$ cat src/rtl/data_sram_bridge.sv
// data_sram_bridge: turns the EX stage's single-cycle data SRAM request into
// one split-handshake bus transaction (req/addr_ok, then data_ok). It stalls
// the pipeline until the transaction completes and returns load data to MEM.
// Optional feature macro: DATA_BRIDGE_PERF_CNT_EN (performance counters).
module data_sram_bridge #(
    parameter int unsigned KSEG_MAP = 1
) (
    input  logic        clk,
    input  logic        rst,
    input  logic        flush,
    input  logic        data_sram_en,
    input  logic [3:0]  data_sram_wen,
    input  logic [31:0] data_sram_addr,
    input  logic [31:0] data_sram_wdata,
    output logic [31:0] data_sram_rdata,
    output logic        stallreq_for_mem,
    output logic        data_req,
    output logic        data_wr,
    output logic [1:0]  data_size,
    output logic [31:0] data_addr,
    output logic [31:0] data_wdata,
    input  logic        data_addr_ok,
    input  logic [31:0] data_rdata,
    input  logic        data_data_ok,
    output logic [31:0] perf_req_cnt,
    output logic [31:0] perf_stall_cnt
);

    localparam int unsigned AW   = 32;
    localparam int unsigned DW   = 32;
    localparam int unsigned WENW = 4;
    localparam int unsigned SZW  = 2;

    localparam logic [SZW-1:0] SIZE_BYTE = SZW'(0);
    localparam logic [SZW-1:0] SIZE_HALF = SZW'(1);
    localparam logic [SZW-1:0] SIZE_WORD = SZW'(2);

    typedef enum logic [1:0] {
        S_IDLE = 2'd0,
        S_REQ  = 2'd1,
        S_WAIT = 2'd2,
        S_DONE = 2'd3
    } state_t;

    state_t           r_state;
    state_t           w_next;
    logic             r_cancel;
    logic             r_wr;
    logic [SZW-1:0]   r_size;
    logic [AW-1:0]    r_addr;
    logic [DW-1:0]    r_wdata;
    logic [DW-1:0]    r_rdata;

    logic             w_latch;
    logic             w_complete;
    logic             w_set_cancel;
    logic             w_cancel_eff;
    logic             w_load_rdata;
    logic             w_stall;
    logic             w_req;
    logic             w_is_store;
    logic [SZW-1:0]   w_size;
    logic [AW-1:0]    w_addr_pre;
    logic [AW-1:0]    w_addr_map;

    // A flush arriving together with the completion still kills the load.
    assign w_cancel_eff = r_cancel | flush;

    // State register.
    always_ff @(posedge clk) begin
        if (rst) begin
            r_state <= S_IDLE;
        end else begin
            r_state <= w_next;
        end
    end

    // Next-state, handshake and stall decode.
    always_comb begin
        w_next       = r_state;
        w_latch      = 1'b0;
        w_complete   = 1'b0;
        w_set_cancel = 1'b0;
        w_stall      = 1'b0;
        w_req        = 1'b0;
        case (r_state)
            S_IDLE: begin
                if (data_sram_en && !flush) begin
                    w_latch = 1'b1;
                    w_stall = 1'b1;
                    w_next  = S_REQ;
                end
            end
            S_REQ: begin
                w_req        = 1'b1;
                w_stall      = 1'b1;
                w_set_cancel = flush;
                if (data_addr_ok) begin
                    if (data_data_ok) begin
                        w_complete = 1'b1;
                        w_next     = w_cancel_eff ? S_IDLE : S_DONE;
                    end else begin
                        w_next = S_WAIT;
                    end
                end
            end
            S_WAIT: begin
                w_stall      = 1'b1;
                w_set_cancel = flush;
                if (data_data_ok) begin
                    w_complete = 1'b1;
                    w_next     = w_cancel_eff ? S_IDLE : S_DONE;
                end
            end
            S_DONE: begin
                // EX still presents the finished request here; ignore it.
                w_next = S_IDLE;
            end
            default: begin
                w_next = S_IDLE;
            end
        endcase
    end

    assign w_load_rdata     = w_complete & ~w_cancel_eff & ~r_wr;
    assign stallreq_for_mem = w_stall;
    assign data_req         = w_req;

    // Transfer size from byte enables; loads always fetch a full word.
    assign w_is_store = |data_sram_wen;
    always_comb begin
        w_size = SIZE_WORD;
        if (w_is_store) begin
            case (data_sram_wen)
                4'b1111:                            w_size = SIZE_WORD;
                4'b0011, 4'b1100:                   w_size = SIZE_HALF;
                4'b0001, 4'b0010, 4'b0100, 4'b1000: w_size = SIZE_BYTE;
                default:                            w_size = SIZE_WORD;
            endcase
        end
    end

    // Word-align loads, then fold kseg0/kseg1 onto physical space if enabled.
    assign w_addr_pre = w_is_store ? data_sram_addr
                                   : {data_sram_addr[AW-1:2], 2'b00};
    assign w_addr_map = ((KSEG_MAP != 32'd0) && (w_addr_pre[AW-1:AW-2] == 2'b10))
                        ? {3'b000, w_addr_pre[AW-4:0]}
                        : w_addr_pre;

    // Command latch, held stable for the whole transaction.
    always_ff @(posedge clk) begin
        if (rst) begin
            r_wr    <= 1'b0;
            r_size  <= '0;
            r_addr  <= '0;
            r_wdata <= '0;
        end else if (w_latch) begin
            r_wr    <= w_is_store;
            r_size  <= w_size;
            r_addr  <= w_addr_map;
            r_wdata <= data_sram_wdata;
        end
    end

    assign data_wr    = r_wr;
    assign data_size  = r_size;
    assign data_addr  = r_addr;
    assign data_wdata = r_wdata;

    // Cancel flag: marks the in-flight transaction as belonging to a flushed instruction.
    always_ff @(posedge clk) begin
        if (rst) begin
            r_cancel <= 1'b0;
        end else if (w_latch) begin
            r_cancel <= 1'b0;
        end else if (w_set_cancel) begin
            r_cancel <= 1'b1;
        end
    end

    // Load return register, visible to MEM from the DONE cycle onward.
    always_ff @(posedge clk) begin
        if (rst) begin
            r_rdata <= '0;
        end else if (w_load_rdata) begin
            r_rdata <= data_rdata;
        end
    end

    assign data_sram_rdata = r_rdata;

`ifdef DATA_BRIDGE_PERF_CNT_EN
    logic [31:0] r_perf_req;
    logic [31:0] r_perf_stall;

    // Completed-transaction and stall-cycle counters (free-running, wrapping).
    always_ff @(posedge clk) begin
        if (rst) begin
            r_perf_req   <= '0;
            r_perf_stall <= '0;
        end else begin
            if (w_complete) begin
                r_perf_req <= r_perf_req + 32'd1;
            end
            if (w_stall) begin
                r_perf_stall <= r_perf_stall + 32'd1;
            end
        end
    end

    assign perf_req_cnt   = r_perf_req;
    assign perf_stall_cnt = r_perf_stall;
`else
    assign perf_req_cnt   = 32'd0;
    assign perf_stall_cnt = 32'd0;
`endif

endmodule

$ cat config.mk
export PLATFORM = sky130hd
export DESIGN_NAME = data_sram_bridge
export DESIGN_NICKNAME = d
export VERILOG_FILES = /design/src/rtl/data_sram_bridge.sv
export SDC_FILE = /design/constraint.sdc
export NUM_CORES = 1
export LEC_CHECK = 0
export BUFFER_PORTS_ARGS = -buffer_cell sky130_fd_sc_hd__clkbuf_2
export CAP_MARGIN = 20
export CORE_AREA = 2 2 107 109
export DETAILED_ROUTE_END_ITERATION = 16
export DIE_AREA = 0 0 109 111
export PLACE_DENSITY = 0.77
export RECOVER_POWER = 100
export SLEW_MARGIN = 20
export SYNTH_ARGS = -nofsm -noshare
export SYNTH_HDL_FRONTEND = slang
export SYNTH_SLANG_ARGS = --single-unit
$ cat constraint.sdc
create_clock -name clk -period 3.3 [get_ports clk]
set_input_delay 0.495 -clock clk [delete_from_list [all_inputs] [get_ports clk]]
set_output_delay 0.495 -clock clk [all_outputs]
set_load 0.01 [all_outputs]
==> impl_results.md, run 1 <==
- Status: finished clean
- Detail Placement HPWL: 7.143 mm
- Post-synth top area share: 0.5221
- Worst Reg-to-Reg Cells: 6
- H-tree Lvls: 3
- Vias per inst: 4.494
- Clk sinks: 102
- Antenna-violating nets left: 0
- Power per Cell Area: 528.1 nW/um^2
- Via count: 3321
- Post-CTS Setup Inserts: 0
- Largest net degree at the start of global routing: 39
- DR DRC count: 0
- DR WL/cell: 12.53 um
- #FFs+latches synth: 102
- Crit end category: flip-flop
- Placed insts: 724
- Ys Warns: 0
- CP arrival: 2820 ps
- Area leader, netlist: dfxtp_1
- Initial antenna violation count: 0
- Final setup vio count: 0
- First-pass GRT wire length: 14.35 mm
- Core region area: 11080 sq um
- Vias in the first global route: 3152
- Total GRT Usage: 0.1484
- Slew headroom: 0.2996
- RR Endpoint: data_addr[3]
- Final period util: 0.7710
- Ports: 271
- CP Launch Type: flip-flop
- Die Ht: 111 um
- Hold Buf Count CTS: 0
- Final Skew: 7.121 ps
- Reg-to-reg slack, setup: 760 ps
- Leakage power: 2.146 nW
- Setup CP Type: reg -> reg
- Worst hold slack: 369.6 ps
- Clk buf depth: 2
- Crit path time final: 2544 ps
- Skew-Pair Late Insertion Delay: 330 ps
- TritonRoute pass-1 iters: 5
- Port Buffers: 206
- Asr flop ratio synth: 0
- CTS buffer count: 9
- 1st-iter DRT viols: 230
- Fin util: 0.4449
- Main synth FF type: dfxtp_1
- Total power draw: 2.603 mW
- TritonCTS clock tree: done
- Fmax achieved: 393.1 MHz
- Syn-to-layout area delta: 26.01%
- Mapped Area: 3911 sq um
- Worst Setup EP: data_addr[3]
- VDD IR max: 0.3031 mV
- Row Count: 39
- Post-synth EDFFs: 0
- Worst setup path startpoint: r_state[0]
- Pin slew with the least headroom to its limit: 1051 ps
- Most frequent cells after synthesis: 102 x dfxtp_1, 66 x nand2_1, 64 x a22o_1, 64 x buf_4, 36 x a21oi_1
- Share of cells above drive strength 1: 0.2114
- Max_cap viols: 0
- Nets@finish: 703
- Sequential share of the synthesized area: 0.5221
- Post-route setup TNS: 0 ps
- Top-count cell post-synth: dfxtp_1
- Reg2reg start: r_state[0]
- Ant diodes: 0
- Synth area leaders: dfxtp_1 52%, a22o_1 14%, buf_4 12%
- Placer Congestion: 0.7334
- Crit path required time: 3570 ps
- Chip width: 109 um
- Fin. max-slew vios: 0
- Starting density of the core: 0.3531
- WL final: 9.256 mm
- CTS Root Cell: clkbuf_16
- Post-CTS Resized: 0
- Final Non-Filler Cells: 739
- Clock-pin transition on the worst setup and hold timing paths: 70 ps
- RSZ-0062 raised after global routing: false
- Syn_area_per_cell: 9.877 sq um
- Syn Inst Count: 396
- Fin. Hold Viols: 0
- Library cells used by synthesis: 26
- Hold crit path type: in -> reg
- Die ar.: 12100 sq um
- Worst Path Max Fanout: 20
- GRT overflow: 0
==> layout make-up <==
cell class	count	area, sq um
clock buffers	11	232.7
clock inverters	4	25.02
fillers	1101	6148
inverters	5	18.77
multi-input cells	263	1491
flip-flops and latches	102	2042
well taps	143	178.9
repair buffers	211	939.7
==> layer usage <==
| layer | vias to the layer above | global-route usage | share of wire |
|---|---|---|---|
| met1 | 1509 | 0.1715 | 0.40 |
| met5 | - | 0 | 0 |
| met4 | 0 | 0.05128 | 0.013 |
| li1 | 1629 | - | - |
| met3 | 11 | 0.04821 | 0.099 |
| met2 | 172 | 0.2538 | 0.48 |
==> how the worst min path moves through the flow <==
stage | startpoint | cells past startpoint | endpoint | slack (ps)
2_1_floorplan | r_cancel | 2 | r_cancel | 460
3_3_place_gp | data_sram_rdata[27] | 2 | data_sram_rdata[27] | 440
3_5_place_dp | data_sram_rdata[3] | 2 | data_sram_rdata[3] | 450
4_1_cts | data_sram_wdata[0] | 2 | data_wdata[0] | 350
5_1_grt | data_sram_addr[8] | 2 | data_addr[8] | 360
6_report | data_sram_wdata[21] | 2 | data_wdata[21] | 370
==> flip-flops by register name, indices dropped and copies added, names as in the netlist <==
signal	count
data_wdata	32
r_cancel	1
data_sram_rdata	32
data_addr	32
data_size	2
r_state	2
data_wr	1
==> kinds of logic after synthesis <==
logic type,Yosys count,share of synthesized area
compound gates,108,0.2070
xor+xnor,1,0.002240
fa+ha+maj,5,0.01599
buf+inv,94,0.1612
flops,102,0.5221
other cells,1,0.0009588
simple gates,85,0.09053
==> through the flow <==
step / setup WS, ps / instance area, sq um
after floorplan: 1479 / 4148
after global placement: 1011 / 4807
after detailed placement: 878.5 / 4807
after CTS: 875.9 / 5065
after global routing: 449.8 / 4928
final: 755.8 / 4928
==> where the power goes <==
part           switching (mW)  leakage [nW]  internal, mW
Sequential             0.0361         0.829          1.29
Clock                   0.423         0.121         0.505
Combinational           0.210          1.20         0.136
==> cell usage in the layout (no fill, tap or decap), drive strengths merged <==
master and count:
a211oi 2, clkbuf 218, inv 5, clkinv 2
nor2b 2, a22o 64, nand2b 2, nand3 3
o2bb2ai 1, or2 1, a21o 1, o31ai 1
nor2 8, buf 4, dfxtp 102, clkinvlp 2
a222oi 1, conb 64, xnor2 1, nand2 66
or4 1, nor4 1, ha 5, nand3b 1
a21oi 36, a32o 2
==> worst max-delay path, stage by stage, from the launching register on <==
cell and delay [ps]:
dfxtp_1 390, inv_1 100, ha_1 230, nand3b_1 290
nor2b_1 760, clkbuf_2 500, a22o_1 220
Power figures use the tool's default switching activity.
==> run 2: changes to the inputs <==
- CORE_AREA: 2 2 107 109 -> 2 2 104 106
- DIE_AREA: 0 0 109 111 -> 0 0 106 108
- PLACE_DENSITY: 0.77 -> 0.81
- clock period: 3.3 -> 2.4 ns (I/O delays scaled with it)
==> run 2 against run 1 <==
  * Flip-flop and latch count stayed put
  * Die area shrank 5.4%
  * Critical endpoint is now stallreq_for_mem
  * Largest cell class unchanged
  * Clock skew decreased by 1.6 ps
==> impl_results.md, run 2 (synthesis results as in run 1) <==
- Status: finished clean (unchanged)
- Hold crit path type: in -> reg (unchanged)
- Clk sinks: 102 (unchanged)
- Initial antenna violation count: 0 (unchanged)
- Met2 Use GR: 0.2793 (was 0.2538)
- H-tree Lvls: 3 (unchanged)
- Fmax achieved: 490.1 MHz
- TritonCTS clock tree: done (unchanged)
- Clock-pin transition on the worst setup and hold timing paths: 100 ps (was 70 ps)
- DR DRC count: 0 (unchanged)
- Leakage power: 2.139 nW (was 2.146 nW)
- Crit path time final: 2040 ps
- Skew-Pair Late Insertion Delay: 360 ps (was 330 ps)
- Post-CTS Resized: 0 (unchanged)
- First-pass GRT wire length: 14.41 mm (was 14.35 mm)
- Hold Buf Count CTS: 0 (unchanged)
- Die Ht: 108 um (was 111 um)
- Final setup vio count: 0 (unchanged)
- Crit path required time: 2040 ps (was 3570 ps)
- Pin slew with the least headroom to its limit: 523.3 ps (was 1051 ps)
- Reg2reg start: r_state[0] (unchanged)
- Via count: 3373 (was 3321)
- Total GRT Usage: 0.1575 (was 0.1484)
- Max_cap viols: 0 (unchanged)
- Worst Hold Endpoint: data_wdata[14] (was data_wdata[21])
- CTS buffer count: 9 (unchanged)
- Final Non-Filler Cells: 735 (was 739)
- Placed insts: 719 (was 724)
- Commonest non-fill, non-tap cell in the layout: clkbuf_2 (unchanged)
- Setup CP Type: reg -> out (was reg -> reg)
- Syn-to-layout area delta: 24.82% (was 26.01%)
- Detail Placement HPWL: 7.163 mm (was 7.143 mm)
- Port Buffers: 206 (unchanged)
- Slew headroom: 0.6511 (was 0.2996)
- Power per Cell Area: 687.1 nW/um^2 (was 528.1 nW/um^2)
- Grt met1 use: 0.1783 (was 0.1715)
- Ant diodes: 0 (unchanged)
- Hold path start: data_sram_wdata[14] (was data_sram_wdata[21])
- WL final: 9.373 mm (was 9.256 mm)
- Largest net degree at the start of global routing: 49 (was 39)
- Placer Congestion: 0.7513 (was 0.7334)
- VDD IR max: 0.3338 mV (was 0.3031 mV)
- 1st-iter DRT viols: 144 (was 230)
- Vias per inst: 4.589 (was 4.494)
- Starting density of the core: 0.3823 (was 0.3531)
- Ports: 271 (unchanged)
- Fin. max-slew vios: 0 (unchanged)
- Crit end category: output port (was flip-flop)
- Antenna-violating nets left: 0 (unchanged)
- Die ar.: 11450 sq um (was 12100 sq um)
- TritonRoute pass-1 iters: 4 (was 5)
- Fin util: 0.4772 (was 0.4449)
- Core region area: 10230 sq um (was 11080 sq um)
- Clk buf depth: 2 (unchanged)
- RSZ-0062 raised after global routing: false (unchanged)
- Nets@finish: 705 (was 703)
- CP arrival: 1680 ps (was 2820 ps)
- Fin. Hold Viols: 0 (unchanged)
- Hold path depth: 2 (unchanged)
- Total power draw: 3.354 mW (was 2.603 mW)
- RR Endpoint: data_wdata[29] (was data_addr[3])
- CTS Root Cell: clkbuf_8 (was clkbuf_16)
- Final Skew: 5.537 ps (was 7.121 ps)
- Busiest grt layer: met2 (unchanged)
- Worst Path Max Fanout: 4 (was 20)
- Post-route setup TNS: 0 ps (unchanged)
- GRT overflow: 0 (unchanged)
- Final period util: 0.8502
- Chip width: 106 um (was 109 um)
- Vias in the first global route: 3140 (was 3152)
- M3 GR Usage: 0.04099 (was 0.04821)
- Post-CTS Setup Inserts: 0 (unchanged)
- DR WL/cell: 12.75 um (was 12.53 um)
- CP Launch Type: flip-flop (unchanged)
- Reg-to-reg slack, setup: 390 ps (was 760 ps)
- Share of cells above drive strength 1: 0.2170 (was 0.2114)
- Row Count: 37 (was 39)
- Commonest non-fill, non-tap cells in the layout: 105 x clkbuf_2, 102 x clkbuf_1, 102 x dfxtp_1 (was 106 x clkbuf_2, 103 x clkbuf_1, 102 x dfxtp_1)
- Worst Reg-to-Reg Cells: 6 (unchanged)
==> run 2: changes by cell type in the layout (fill, tap and decap cells not counted) <==
cell	delta
clkinv_2	+1
clkbuf_2	-1
buf_12	+1
clkbuf_8	+9
clkbuf_16	-9
clkinv_4	+2
buf_4	+2
bufinv_16	+1
clkinvlp_4	-2
clkbuf_1	-1
==> run 2: cell type report <==
type | count | area [sq um]
inverter | 5 | 18.77
multi-input combinational | 263 | 1491
tap | 136 | 170.2
fill | 1028 | 5349
sequential | 102 | 2042
timing repair buffer | 213 | 969.7
clock buffer | 10 | 127.6
clock inverter | 6 | 62.56
==> run 2: how the worst max path moves through the flow <==
stage                           from                   to  slack [ps]
after floorplan           r_state[1]  data_sram_rdata[10]         580
after CTS                 r_state[0]     stallreq_for_mem         330
after global routing      r_state[0]       data_wdata[27]         210
final                     r_state[0]     stallreq_for_mem         360
after global placement    r_state[1]   data_sram_rdata[3]         570
after detailed placement  r_state[1]   data_sram_rdata[5]         480
==> run 2: through the flow <==
| stage | instance area, sq um | hold slack [ps] | setup slack, ps |
|---|---|---|---|
| after CTS | 5016 | 180.5 | 334.8 |
| after detailed placement | 4826 | 447.2 | 476.2 |
| after floorplan | 4148 | 459.8 | 578.9 |
| final | 4882 | 201.0 | 359.6 |
| after global routing | 4882 | 183.0 | 214.3 |
| after global placement | 4826 | 440.4 | 569.5 |
==> run 2: report_power, final <==
group / switching [mW] / internal [mW]
sequential: 0.0503 / 1.78
clock: 0.569 / 0.481
combinational: 0.285 / 0.192
total: 0.905 / 2.45
==> run 2: critical path, cell delays in order (launching register included) <==
cell	delay [ps]
dfxtp_1	360
inv_1	120
ha_1	190
nand3b_1	260
a21oi_1	220
clkbuf_1	190
==> run 2: per-layer routing <==
layer  share of wire  wire length (um)
met5               0                 0
met4           0.014               127
met3           0.080               749
met2            0.51              4765
met1            0.40              3730
